[config.mk]
export PLATFORM = sky130hd
export DESIGN_NAME = bullet_ctrl_flat
export DESIGN_NICKNAME = d
export VERILOG_FILES = /design/src/rtl/bullet_if.sv /design/src/rtl/bullet_ctrl.sv /design/src/flat_wrapper.sv
export SDC_FILE = /design/constraint.sdc
export NUM_CORES = 1
export LEC_CHECK = 0
export CORE_ASPECT_RATIO = 0.8
export CORE_UTILIZATION = 34
export CTS_BUF_LIST = sky130_fd_sc_hd__clkbuf_4
export DETAILED_ROUTE_END_ITERATION = 6
export PLACE_DENSITY = 0.63
export SYNTH_ARGS = -nofsm -noshare
export SYNTH_HDL_FRONTEND = slang
export SYNTH_SLANG_ARGS = --single-unit
export TNS_END_PERCENT = 1
[constraint.sdc]
create_clock -name board_clk -period 3.88 [get_ports board_clk]
set_clock_uncertainty 0.2 [all_clocks]
set_input_delay 0.582 -clock board_clk [delete_from_list [all_inputs] [get_ports board_clk]]
set_output_delay 0.582 -clock board_clk [all_outputs]
set_load 0.1 [all_outputs]
[src/rtl/bullet_if.sv]
`timescale 1ns/1ps
// Bus between the player-bullet engine and the rest of the game.
// Inputs carry positions, tick and fire; outputs carry bullet state and the alien map.
interface bullet_if;
  logic        tick;
  logic        fire;
  logic [8:0]  player_row;
  logic [9:0]  player_col;
  logic [8:0]  aliens_row;
  logic [9:0]  aliens_col;
  logic [8:0]  bullet_row;
  logic [9:0]  bullet_col;
  logic        bullet_exists;
  logic [49:0] aliens_grid;
  logic        hit_pulse;
  logic        aliens_defeated;
  logic [7:0]  score;

  modport master (
    output tick, fire, player_row, player_col, aliens_row, aliens_col,
    input  bullet_row, bullet_col, bullet_exists, aliens_grid, hit_pulse,
           aliens_defeated, score
  );

  modport slave (
    input  tick, fire, player_row, player_col, aliens_row, aliens_col,
    output bullet_row, bullet_col, bullet_exists, aliens_grid, hit_pulse,
           aliens_defeated, score
  );
endinterface

[src/rtl/bullet_ctrl.sv]
`timescale 1ns/1ps
// Player-bullet engine: launch on fire edge, climb per tick, hit-test against the 5x10 formation.
// Optional macro BULLET_SCORE_EN enables the saturating hit counter on score.
module bullet_ctrl (
  input  logic     board_clk,
  input  logic     reset,
  bullet_if.slave  bus
);
  localparam int unsigned GRID_COLS   = 10;
  localparam int unsigned GRID_ROWS   = 5;
  localparam int unsigned CELL_W_LG2  = 5;
  localparam int unsigned CELL_H_LG2  = 5;
  localparam int unsigned SPRITE_W    = 24;
  localparam int unsigned SPRITE_H    = 24;
  localparam int unsigned PLAYER_W    = 32;
  localparam int unsigned BULLET_LEN  = 8;
  localparam int unsigned BULLET_STEP = 4;
  localparam int unsigned N_ALIENS    = GRID_COLS * GRID_ROWS;
  localparam int unsigned IDX_W       = 6;
  localparam int unsigned ROW_W       = 9;
  localparam int unsigned COL_W       = 10;
  localparam int unsigned DIFF_W      = 11;

  typedef enum logic [1:0] {S_IDLE, S_FLY, S_CHECK, S_HIT} state_t;

  state_t              r_state;
  logic                r_fire_s1;
  logic                r_fire_s2;
  logic                r_fire_d;
  logic                r_fire_rise;
  logic [ROW_W-1:0]    r_bullet_row;
  logic [COL_W-1:0]    r_bullet_col;
  logic                r_bullet_exists;
  logic [N_ALIENS-1:0] r_grid;
  logic                r_hit_pulse;
  logic                r_defeated;
  logic [IDX_W-1:0]    r_idx;

  logic [DIFF_W-1:0]   w_dx;
  logic [DIFF_W-1:0]   w_dy;
  logic                w_inside;
  logic [IDX_W-1:0]    w_idx;
  logic                w_hit;
  logic [ROW_W-1:0]    w_launch_row;
  logic [COL_W-1:0]    w_launch_col;

  // Bit DIFF_W-1 of each difference is the borrow: bullet left of / above the formation.
  assign w_dx = {1'b0, r_bullet_col} - {1'b0, bus.aliens_col};
  assign w_dy = {2'b0, r_bullet_row} - {2'b0, bus.aliens_row};

  assign w_inside = !w_dx[DIFF_W-1] && !w_dy[DIFF_W-1]
                 && (w_dx < DIFF_W'(GRID_COLS << CELL_W_LG2))
                 && (w_dy < DIFF_W'(GRID_ROWS << CELL_H_LG2))
                 && (w_dx[CELL_W_LG2-1:0] < CELL_W_LG2'(SPRITE_W))
                 && (w_dy[CELL_H_LG2-1:0] < CELL_H_LG2'(SPRITE_H));

  assign w_idx = IDX_W'(w_dy >> CELL_H_LG2) * IDX_W'(GRID_COLS) + IDX_W'(w_dx >> CELL_W_LG2);
  assign w_hit = w_inside && r_grid[w_idx];

  assign w_launch_row = (bus.player_row < ROW_W'(BULLET_LEN)) ? '0
                      : bus.player_row - ROW_W'(BULLET_LEN);
  assign w_launch_col = bus.player_col + COL_W'(PLAYER_W / 2);

  // Fire synchroniser, edge detector and bullet FSM with registered outputs.
  always_ff @(posedge board_clk or posedge reset) begin
    if (reset) begin
      r_state         <= S_IDLE;
      r_fire_s1       <= 1'b0;
      r_fire_s2       <= 1'b0;
      r_fire_d        <= 1'b0;
      r_fire_rise     <= 1'b0;
      r_bullet_row    <= '0;
      r_bullet_col    <= '0;
      r_bullet_exists <= 1'b0;
      r_grid          <= '1;
      r_hit_pulse     <= 1'b0;
      r_defeated      <= 1'b0;
      r_idx           <= '0;
    end else begin
      r_fire_s1   <= bus.fire;
      r_fire_s2   <= r_fire_s1;
      r_fire_d    <= r_fire_s2;
      r_fire_rise <= r_fire_s2 & ~r_fire_d;
      r_hit_pulse <= 1'b0;
      r_defeated  <= (r_grid == '0);
      case (r_state)
        S_IDLE: begin
          if (r_fire_rise) begin
            r_bullet_row    <= w_launch_row;
            r_bullet_col    <= w_launch_col;
            r_bullet_exists <= 1'b1;
            r_state         <= S_FLY;
          end
        end
        S_FLY: begin
          if (bus.tick) begin
            if (r_bullet_row < ROW_W'(BULLET_STEP)) begin
              r_bullet_exists <= 1'b0;
              r_state         <= S_IDLE;
            end else begin
              r_bullet_row <= r_bullet_row - ROW_W'(BULLET_STEP);
              r_state      <= S_CHECK;
            end
          end
        end
        S_CHECK: begin
          r_idx   <= w_idx;
          r_state <= w_hit ? S_HIT : S_FLY;
        end
        S_HIT: begin
          r_grid[r_idx]   <= 1'b0;
          r_bullet_exists <= 1'b0;
          r_hit_pulse     <= 1'b1;
          r_state         <= S_IDLE;
        end
        default: r_state <= S_IDLE;
      endcase
    end
  end

`ifdef BULLET_SCORE_EN
  logic [7:0] r_score;

  // Saturating hit counter.
  always_ff @(posedge board_clk or posedge reset) begin
    if (reset) begin
      r_score <= '0;
    end else if (r_hit_pulse && (r_score != 8'hFF)) begin
      r_score <= r_score + 8'd1;
    end
  end

  assign bus.score = r_score;
`else
  assign bus.score = 8'h00;
`endif

  assign bus.bullet_row      = r_bullet_row;
  assign bus.bullet_col      = r_bullet_col;
  assign bus.bullet_exists   = r_bullet_exists;
  assign bus.aliens_grid     = r_grid;
  assign bus.hit_pulse       = r_hit_pulse;
  assign bus.aliens_defeated = r_defeated;
endmodule
[src/flat_wrapper.sv]
// flat-port wrapper written by rule: the top's interface ports become plain ports
module bullet_ctrl_flat 
  (board_clk, reset, bus_tick, bus_fire, bus_player_row, bus_player_col, bus_aliens_row, bus_aliens_col, bus_bullet_row, bus_bullet_col, bus_bullet_exists, bus_aliens_grid, bus_hit_pulse, bus_aliens_defeated, bus_score);
  bullet_if bus_i ();
  input  logic board_clk;
  input  logic reset;
  input wire logic [$bits(bus_i.tick)-1:0] bus_tick;
  input wire logic [$bits(bus_i.fire)-1:0] bus_fire;
  input wire logic [$bits(bus_i.player_row)-1:0] bus_player_row;
  input wire logic [$bits(bus_i.player_col)-1:0] bus_player_col;
  input wire logic [$bits(bus_i.aliens_row)-1:0] bus_aliens_row;
  input wire logic [$bits(bus_i.aliens_col)-1:0] bus_aliens_col;
  output wire logic [$bits(bus_i.bullet_row)-1:0] bus_bullet_row;
  output wire logic [$bits(bus_i.bullet_col)-1:0] bus_bullet_col;
  output wire logic [$bits(bus_i.bullet_exists)-1:0] bus_bullet_exists;
  output wire logic [$bits(bus_i.aliens_grid)-1:0] bus_aliens_grid;
  output wire logic [$bits(bus_i.hit_pulse)-1:0] bus_hit_pulse;
  output wire logic [$bits(bus_i.aliens_defeated)-1:0] bus_aliens_defeated;
  output wire logic [$bits(bus_i.score)-1:0] bus_score;
  assign bus_i.tick = bus_tick;
  assign bus_i.fire = bus_fire;
  assign bus_i.player_row = bus_player_row;
  assign bus_i.player_col = bus_player_col;
  assign bus_i.aliens_row = bus_aliens_row;
  assign bus_i.aliens_col = bus_aliens_col;
  assign bus_bullet_row = bus_i.bullet_row;
  assign bus_bullet_col = bus_i.bullet_col;
  assign bus_bullet_exists = bus_i.bullet_exists;
  assign bus_aliens_grid = bus_i.aliens_grid;
  assign bus_hit_pulse = bus_i.hit_pulse;
  assign bus_aliens_defeated = bus_i.aliens_defeated;
  assign bus_score = bus_i.score;
  bullet_ctrl u_core (.board_clk(board_clk), .reset(reset), .bus(bus_i));
endmodule
==> impl_metrics.yaml, run 1 <==
status:
  status: "finished with violations"
  violations: "design-rule violations"
die:
  fp.dieW_um: 138.5
  die_area_um2: 15400
  start_util_pct: 35.20
  io_pins: 122
  die_y_um: 111.2
  core_um2: 14400
  fp-row-count: 39
global_route:
  grt_max_degree: 32
  grt_pass1_wl_um: 24030
  track_usage_pct: 19.86
  antenna_found_initial: 0
  grt_pass1_vias: 4541
  met1_usage_pct: 28.15
  busiest_layer: "met2"
  grt_use_met3_pct: 4.017
  grtUsageMet2_pct: 31.17
  grt_overflow: 0
worst_hold_path:
  holdPathStages: 0
  hp-start: "u_core.r_fire_s1$_DFF_PP0_"
  hold_end: "u_core.r_fire_s2$_DFF_PP0_"
  hold_class: "reg -> reg"
routing:
  routedWlPerCell_um: 17.71
  vias_per_cell: 5.310
  ant_nets: 0
  vias: 4460
  drt-total-wl_um: 14880
  drtIter0Drc: 308
  drt-pass1-iter-count: 6
  drc: 10
place:
  io_buffers: 113
  post-place-ws_ns: -0.6202
  dp.cells: 820
  hpwl_um: 11320
  place_congestion: 0.9569
clocking:
  cts_num_sinks: 84
  cts-root-buf: "clkbuf_4"
  numCtsBuffers: 9
  cts_tree: "done"
  cts.htree.levels: 3
  clk_latency_ns: 0.47
  path_clk_slew_ns: 0.15
  cts_hold_buf: 0
  clock_path_buffers: 2
power:
  p_total_mw: 8.076
  p_leak_nw: 2.914
  powerDensity_nw_per_um2: 1114
  vdd_drop_max_v: 0.0008659
worst_setup_path:
  worstPathArrival_ns: 4.01
  startpoint_type: "primary input"
  critPathMaxFanout: 5
  critPathCaptureType: "flip-flop"
  critPathRequiredTime_ns: 4.03
  crit_type: "in -> reg"
  r2r_end: "u_core.r_idx[5]$_DFFE_PP0P_"
  reg2reg_setup_slack_ns: 0.06
  reg2reg_from: "u_core.bus.bullet_row[2]$_DFFE_PP0P_"
  rr_worst_depth: 16
timing:
  timing.slew.headroom_pct: 26.80
  setup_violations: 0
  hold_violations: 0
  fin_setup_tns_ns: 0
  fin_ws_ns: 0.01933
  max_freq_mhz: 259.0
  worst_pin_slew_ns: 1.096
  drv_slew: 0
  period_minus_slack_ns: 3.861
  rsz0062_at_grt: "yes"
  finalCritPeriodShare_pct: 99.50
layout:
  syn2layout_area_growth_pct: 43.06
  drive_above_1_share_pct: 28.96
  nets: 721
  antennaDiodeCount: 0
  final_cells: 840
synthesis:
  yosysMostFrequentCell: "dfstp_2"
  syn_area_um2: 5067
  syn_area_per_cell_um2: 10.22
  synth.top_cell.area_share_pct: 25.93
  synthTopCellsByArea: "dfstp_2 26%, dfrtp_1 17%, ha_1 6.7%, a21boi_0 5.2%, xnor2_1 2.6%"
  synth-seq-cells: 84
  synthFlopType: "dfstp_2"
  syn_inst: 496
  synth_warnings: 0
  ys_seq_area_share_pct: 42.72
  synthArstFlopShare_pct: 100.0
  synth_cell_type_count: 66
  synth_top_area_cell: "dfstp_2"
  synth_common_cells: "50 x dfstp_2, 35 x a21boi_0, 34 x dfrtp_1"
  synth-edff-count: 0
job:
  maxCapViolations: 0
==> state kept, by name, indices dropped and copies added (netlist names) <==
signal                      count
u_core.r_fire_s1                1
u_core.r_fire_rise              1
u_core.r_fire_s2                1
u_core.bus.aliens_grid         50
u_core.r_state                  2
u_core.bus.bullet_exists        1
u_core.bus.bullet_row           9
u_core.bus.aliens_defeated      1
u_core.r_idx                    6
u_core.bus.bullet_col          10
u_core.bus.hit_pulse            1
u_core.r_fire_d                 1
==> worst max path at each step <==
stage,startpoint,to,cells past startpoint
final,bus_aliens_row[3],u_core.r_idx[5]$_DFFE_PP0P_,17
after global routing,u_core.bus.bullet_row[2]$_DFFE_PP0P_,u_core.r_state[1]$_DFFE_PP0P_,16
after CTS,u_core.bus.bullet_row[2]$_DFFE_PP0P_,u_core.r_idx[5]$_DFFE_PP0P_,16
after detailed placement,bus_aliens_row[2],u_core.r_idx[5]$_DFFE_PP0P_,18
after global placement,bus_aliens_row[2],u_core.r_idx[5]$_DFFE_PP0P_,18
after floorplan,u_core.bus.bullet_row[2]$_DFFE_PP0P_,u_core.r_idx[5]$_DFFE_PP0P_,16
==> routing by layer <==
layer  part of all wire [%]  vias to the layer above
met5                      0                        -
met4                   0.84                        0
met3                    5.7                       14
met2                     45                      130
met1                     48                     2207
li1                       -                     2109
==> power breakdown <==
group / total [mW] / internal [mW] / switching (mW)
Combinational: 6.19 / 3.00 / 3.19
Clock: 0.687 / 0.337 / 0.350
Sequential: 1.20 / 0.998 / 0.202
Total: 8.08 / 4.33 / 3.74
==> cell type report <==
| class | count | area [um2] |
|---|---|---|
| Clock buffer | 9 | 67.56 |
| Clock inverter | 7 | 127.6 |
| Fill cell | 1268 | 7146 |
| Inverter | 25 | 95.09 |
| Multi-Input combinational cell | 369 | 3048 |
| Sequential cell | 84 | 2178 |
| Tap cell | 184 | 230.2 |
| Timing Repair Buffer | 162 | 1503 |
==> cell usage in the layout (no fill, tap or decap), drive strengths merged, types with 6 or more instances in the layout <==
master / netlist / final
mux2i: 10 / 10
mux4: 6 / 6
nand3: 13 / 13
o21a: 17 / 17
ha: 27 / 27
inv: 25 / 28
xor2: 10 / 10
mux2: 9 / 9
dfstp: 50 / 50
a21oi: 20 / 20
clkbuf: 13 / 9
xnor2: 15 / 15
nor4: 13 / 13
nor2b: 10 / 10
nor2: 30 / 30
a21boi: 35 / 35
dfrtp: 34 / 34
conb: 1 / 8
clkdlybuf4s50: 0 / 110
nand2: 29 / 29
o21ai: 22 / 22
buf: 12 / 49
nor3: 11 / 11
nand2b: 8 / 8
==> logic make-up (layout without fill, tap and decap cells) <==
logic type | Yosys count | in the layout | synth area share (%)
XOR/XNOR | 25 | 25 | 4.321
other | 1 | 8 | 0.07400
adder cells (fa/ha/maj) | 28 | 28 | 7.062
buffers and inverters | 50 | 203 | 4.617
AO/OA/AOI/OAI | 140 | 140 | 19.41
flip-flops | 84 | 84 | 42.72
AND/OR/NAND/NOR | 143 | 143 | 14.94
multiplexers | 25 | 25 | 6.864
==> critical path: stages <==
cell and delay, ns:
clkdlybuf4s50_1 0.45, inv_1 0.04, ha_2 0.16, and2_4 0.15, a311o_2 0.46, buf_6 0.16, a21oi_4 0.15, xnor2_2 0.14
ha_1 0.29, ha_4 0.29, ha_4 0.21, a21oi_4 0.17, xnor2_2 0.09, xnor2_2 0.16, xnor2_2 0.23, xor2_1 0.18
o21ai_1 0.07
==> timing repair <==
| action | 4_1_cts | 5_1_grt |
|---|---|---|
| pin swaps | 25 | 23 |
| gates resized for setup | 21 | 14 |
| buffers inserted | 2 | 2 |
| setup endpoints to repair | 2 | 2 |
==> per-stage QoR <==
stage                     instance area, um2  util [%]  hold WS (ns)
after detailed placement                6850     47.59        0.1347
after global placement                  6850     47.59        0.1371
final                                   7249     50.36        0.1671
after CTS                               7143     49.62        0.1705
after global routing                    7249     50.36        0.1911
after floorplan                         5294         -        0.1312
Power figures use the tool's default switching activity.
==> inputs of run 2 (changes only) <==
CAP_MARGIN = 0   (was unset)
PLACE_DENSITY = 0.6   (was 0.63)
SLEW_MARGIN = 20   (was unset)
clock period = 3.75 ns   (was 3.88 ns; I/O delays follow)
==> run 2 against run 1 <==
  * The flow finishes with violations (design-rule violations, negative setup slack)
  * Sequential share of layout area is the same
  * Clock power is 20% lower
  * Core utilization unchanged
  * Via count is 1.1% higher
  * Routed wire length decreased by 0.79%
  * First-iteration DRC count fell by 24%
  * Setup slack lost 0.029 ns
  * Register-to-register slack got worse by 0.06 ns
  * Flip-flop and latch count did not move
  * Cell count up 2.0%
  * Critical endpoint unchanged
==> impl_metrics.yaml, run 2 (synthesis results as in run 1) <==
status:
  status: "finished with violations"
  violations: "design-rule violations, negative setup slack"
place:
  placed_area_um2: 6785
  hpwl_um: 11220
  place_congestion: 0.9231
  io_buffers: 113
worst_setup_path:
  slowest_delay_ns: 0.47
  critPathMaxFanout: 3
  slowest_stage: "clkdlybuf4s50_1"
  critPathCaptureType: "flip-flop"
  crit_type: "in -> reg"
  critPathRequiredTime_ns: 3.88
  cpMostUsedCell: "xnor2_1"
  crit_chain: "clkdlybuf4s50_1 > inv_1 > ha_4 > nand2_2 > o21ai_2 > a41o_4 > o21a_1 > nor2_2 > buf_6 > xnor2_4 > fa_2 > a21o_1 > a21oi_2 > xnor2_1 > xnor2_1 > xnor2_1 > buf_4 > xor2_1 > o21ai_1"
  reg2reg_setup_slack_ns: 0
  worstPathArrival_ns: 3.89
  reg2reg_from: "u_core.bus.bullet_row[2]$_DFFE_PP0P_"
  startpoint_type: "primary input"
  r2r_end: "u_core.r_idx[5]$_DFFE_PP0P_"
  rr_worst_depth: 16
global_route:
  busiest_layer: "met2"
  grt_pass1_wl_um: 23870
  grt_pass1_vias: 4588
  grt_use_met3_pct: 4.881
  antenna_found_initial: 0
  grtUsageMet2_pct: 29.92
  met1_usage_pct: 28.03
  track_usage_pct: 19.68
  grt_overflow: 0
  grt_max_degree: 49
worst_hold_path:
  holdPathStages: 0
  hold_end: "u_core.r_fire_s2$_DFF_PP0_"
  hold_class: "reg -> reg"
  hp-start: "u_core.r_fire_s1$_DFF_PP0_"
timing:
  timing.slew.headroom_pct: 29.24
  hold_violations: 0
  fin_setup_tns_ns: -0.009988
  drv_slew: 0
  worst_pin_slew_ns: 1.059
  setup_violations: 1
  finalCritPeriodShare_pct: 100.3
  rsz0062_at_grt: "yes"
  fin_ws_ns: -0.009988
  period_minus_slack_ns: 3.760
  whs_ns: 0.1675
  max_freq_mhz: 266.0
power:
  p_sw_mw: 3.759
  vdd_drop_max_v: 0.0007244
  powerDensity_nw_per_um2: 1117
  switching_share_pct: 46.43
  p_total_mw: 8.097
  power_frac_comb_pct: 78.2
  p_leak_nw: 3.028
  p_int_mw: 4.337
  clock_power_share_pct: 6.8
  seq_power_share_pct: 15.0
routing:
  routedWlPerCell_um: 17.22
  drt-pass1-iter-count: 6
  drc: 12
  vias: 4508
  drtIter0Drc: 233
  ant_nets: 0
  drt-total-wl_um: 14760
  vias_per_cell: 5.260
clocking:
  cts-root-buf: "clkbuf_4"
  numCtsBuffers: 9
  cts.htree.levels: 3
  cts_hold_buf: 0
  cts_num_sinks: 84
  clock_path_buffers: 2
  cts_tree: "done"
  path_clk_slew_ns: 0.15
  clk_latency_ns: 0.45
layout:
  num-fill-cells: 1278
  multi_input_area_um2: 3047
  seq_area_um2: 2178
  drive_above_1_share_pct: 35.81
  final_cell_area_um2: 7249
  antennaDiodeCount: 0
  syn2layout_area_growth_pct: 43.06
  largest_reg_flops: 50
  final_common_cell: "buf_4"
  nets: 738
  final_cell_mix: "95 x buf_4, 77 x clkdlybuf4s50_1, 50 x dfstp_2"
  fin_util_pct: 50.36
die:
  start_util_pct: 35.20
  fp.dieW_um: 138.5
  fp-row-count: 39
  core_um2: 14400
  die_y_um: 111.2
  die_area_um2: 15400
  io_pins: 122
job:
  maxCapViolations: 0
run 2: timing repair:
action,in CTS,in global routing
pin swaps,24,26
setup buffers,15,6
resized for setup,16,23
setup endpoints to repair,2,2
run 2: final cells by class:
cell class              instances  area share, %
multi-input cells             369          42.03
flip-flops and latches         84          30.05
repair buffers                179          21.56
well taps                     184          3.176
inverters                      25          1.312
clock buffers                  10          1.036
clock inverters                 6         0.8457
run 2: per-layer routing:
layer / wire length, um / up-vias
met5: 0 / -
li1: - / 2146
met3: 921 / 16
met4: 170 / 0
met1: 7158 / 2227
met2: 6510 / 119
run 2: critical path, delay by kind of cell:
family	cells	cell delay, ns
xor+xnor	5	0.73
compound gates	6	0.98
simple gates	2	0.11
fa+ha+maj	2	0.70
buf+inv	4	0.81
run 2: through the flow:
step / cells / setup slack [ns]
global placement: 820 / -0.5439
global route: 857 / -0.1699
floorplan: 503 / -0.1383
finish: 857 / -0.009988
detailed placement: 820 / -0.7063
CTS: 851 / -0.03981
run 2: worst max path at each step:
stage	start	endpoint	slack, ns	depth (start not counted)
floorplan	u_core.bus.bullet_row[2]$_DFFE_PP0P_	u_core.r_idx[5]$_DFFE_PP0P_	-0.14	16
global placement	bus_aliens_row[2]	u_core.r_idx[5]$_DFFE_PP0P_	-0.54	18
detailed placement	bus_aliens_row[2]	u_core.r_idx[5]$_DFFE_PP0P_	-0.71	17
CTS	u_core.bus.bullet_row[2]$_DFFE_PP0P_	u_core.r_idx[5]$_DFFE_PP0P_	-0.04	17
global route	bus_aliens_col[1]	u_core.r_idx[5]$_DFFE_PP0P_	-0.17	19
finish	bus_aliens_col[1]	u_core.r_idx[5]$_DFFE_PP0P_	-0.01	19
run 2: power groups by stage:
stage | clock [mW] | sequential (mW) | combinational, mW
finish | 0.551 | 1.22 | 6.33
global placement | 0 | 1.23 | 5.45
detailed placement | 0 | 1.23 | 5.52
global route | 0.599 | 1.24 | 6.83
CTS | 0.568 | 1.21 | 5.93
floorplan | 0 | 1.72 | 3.45
==> inputs of run 3 (changes only) <==
CTS_CLUSTER_SIZE = 12   (was unset)
HOLD_SLACK_MARGIN = 0.12   (was unset)
==> results of run 3 <==
The final DEF is identical to that of run 2; final timing and power are the same.
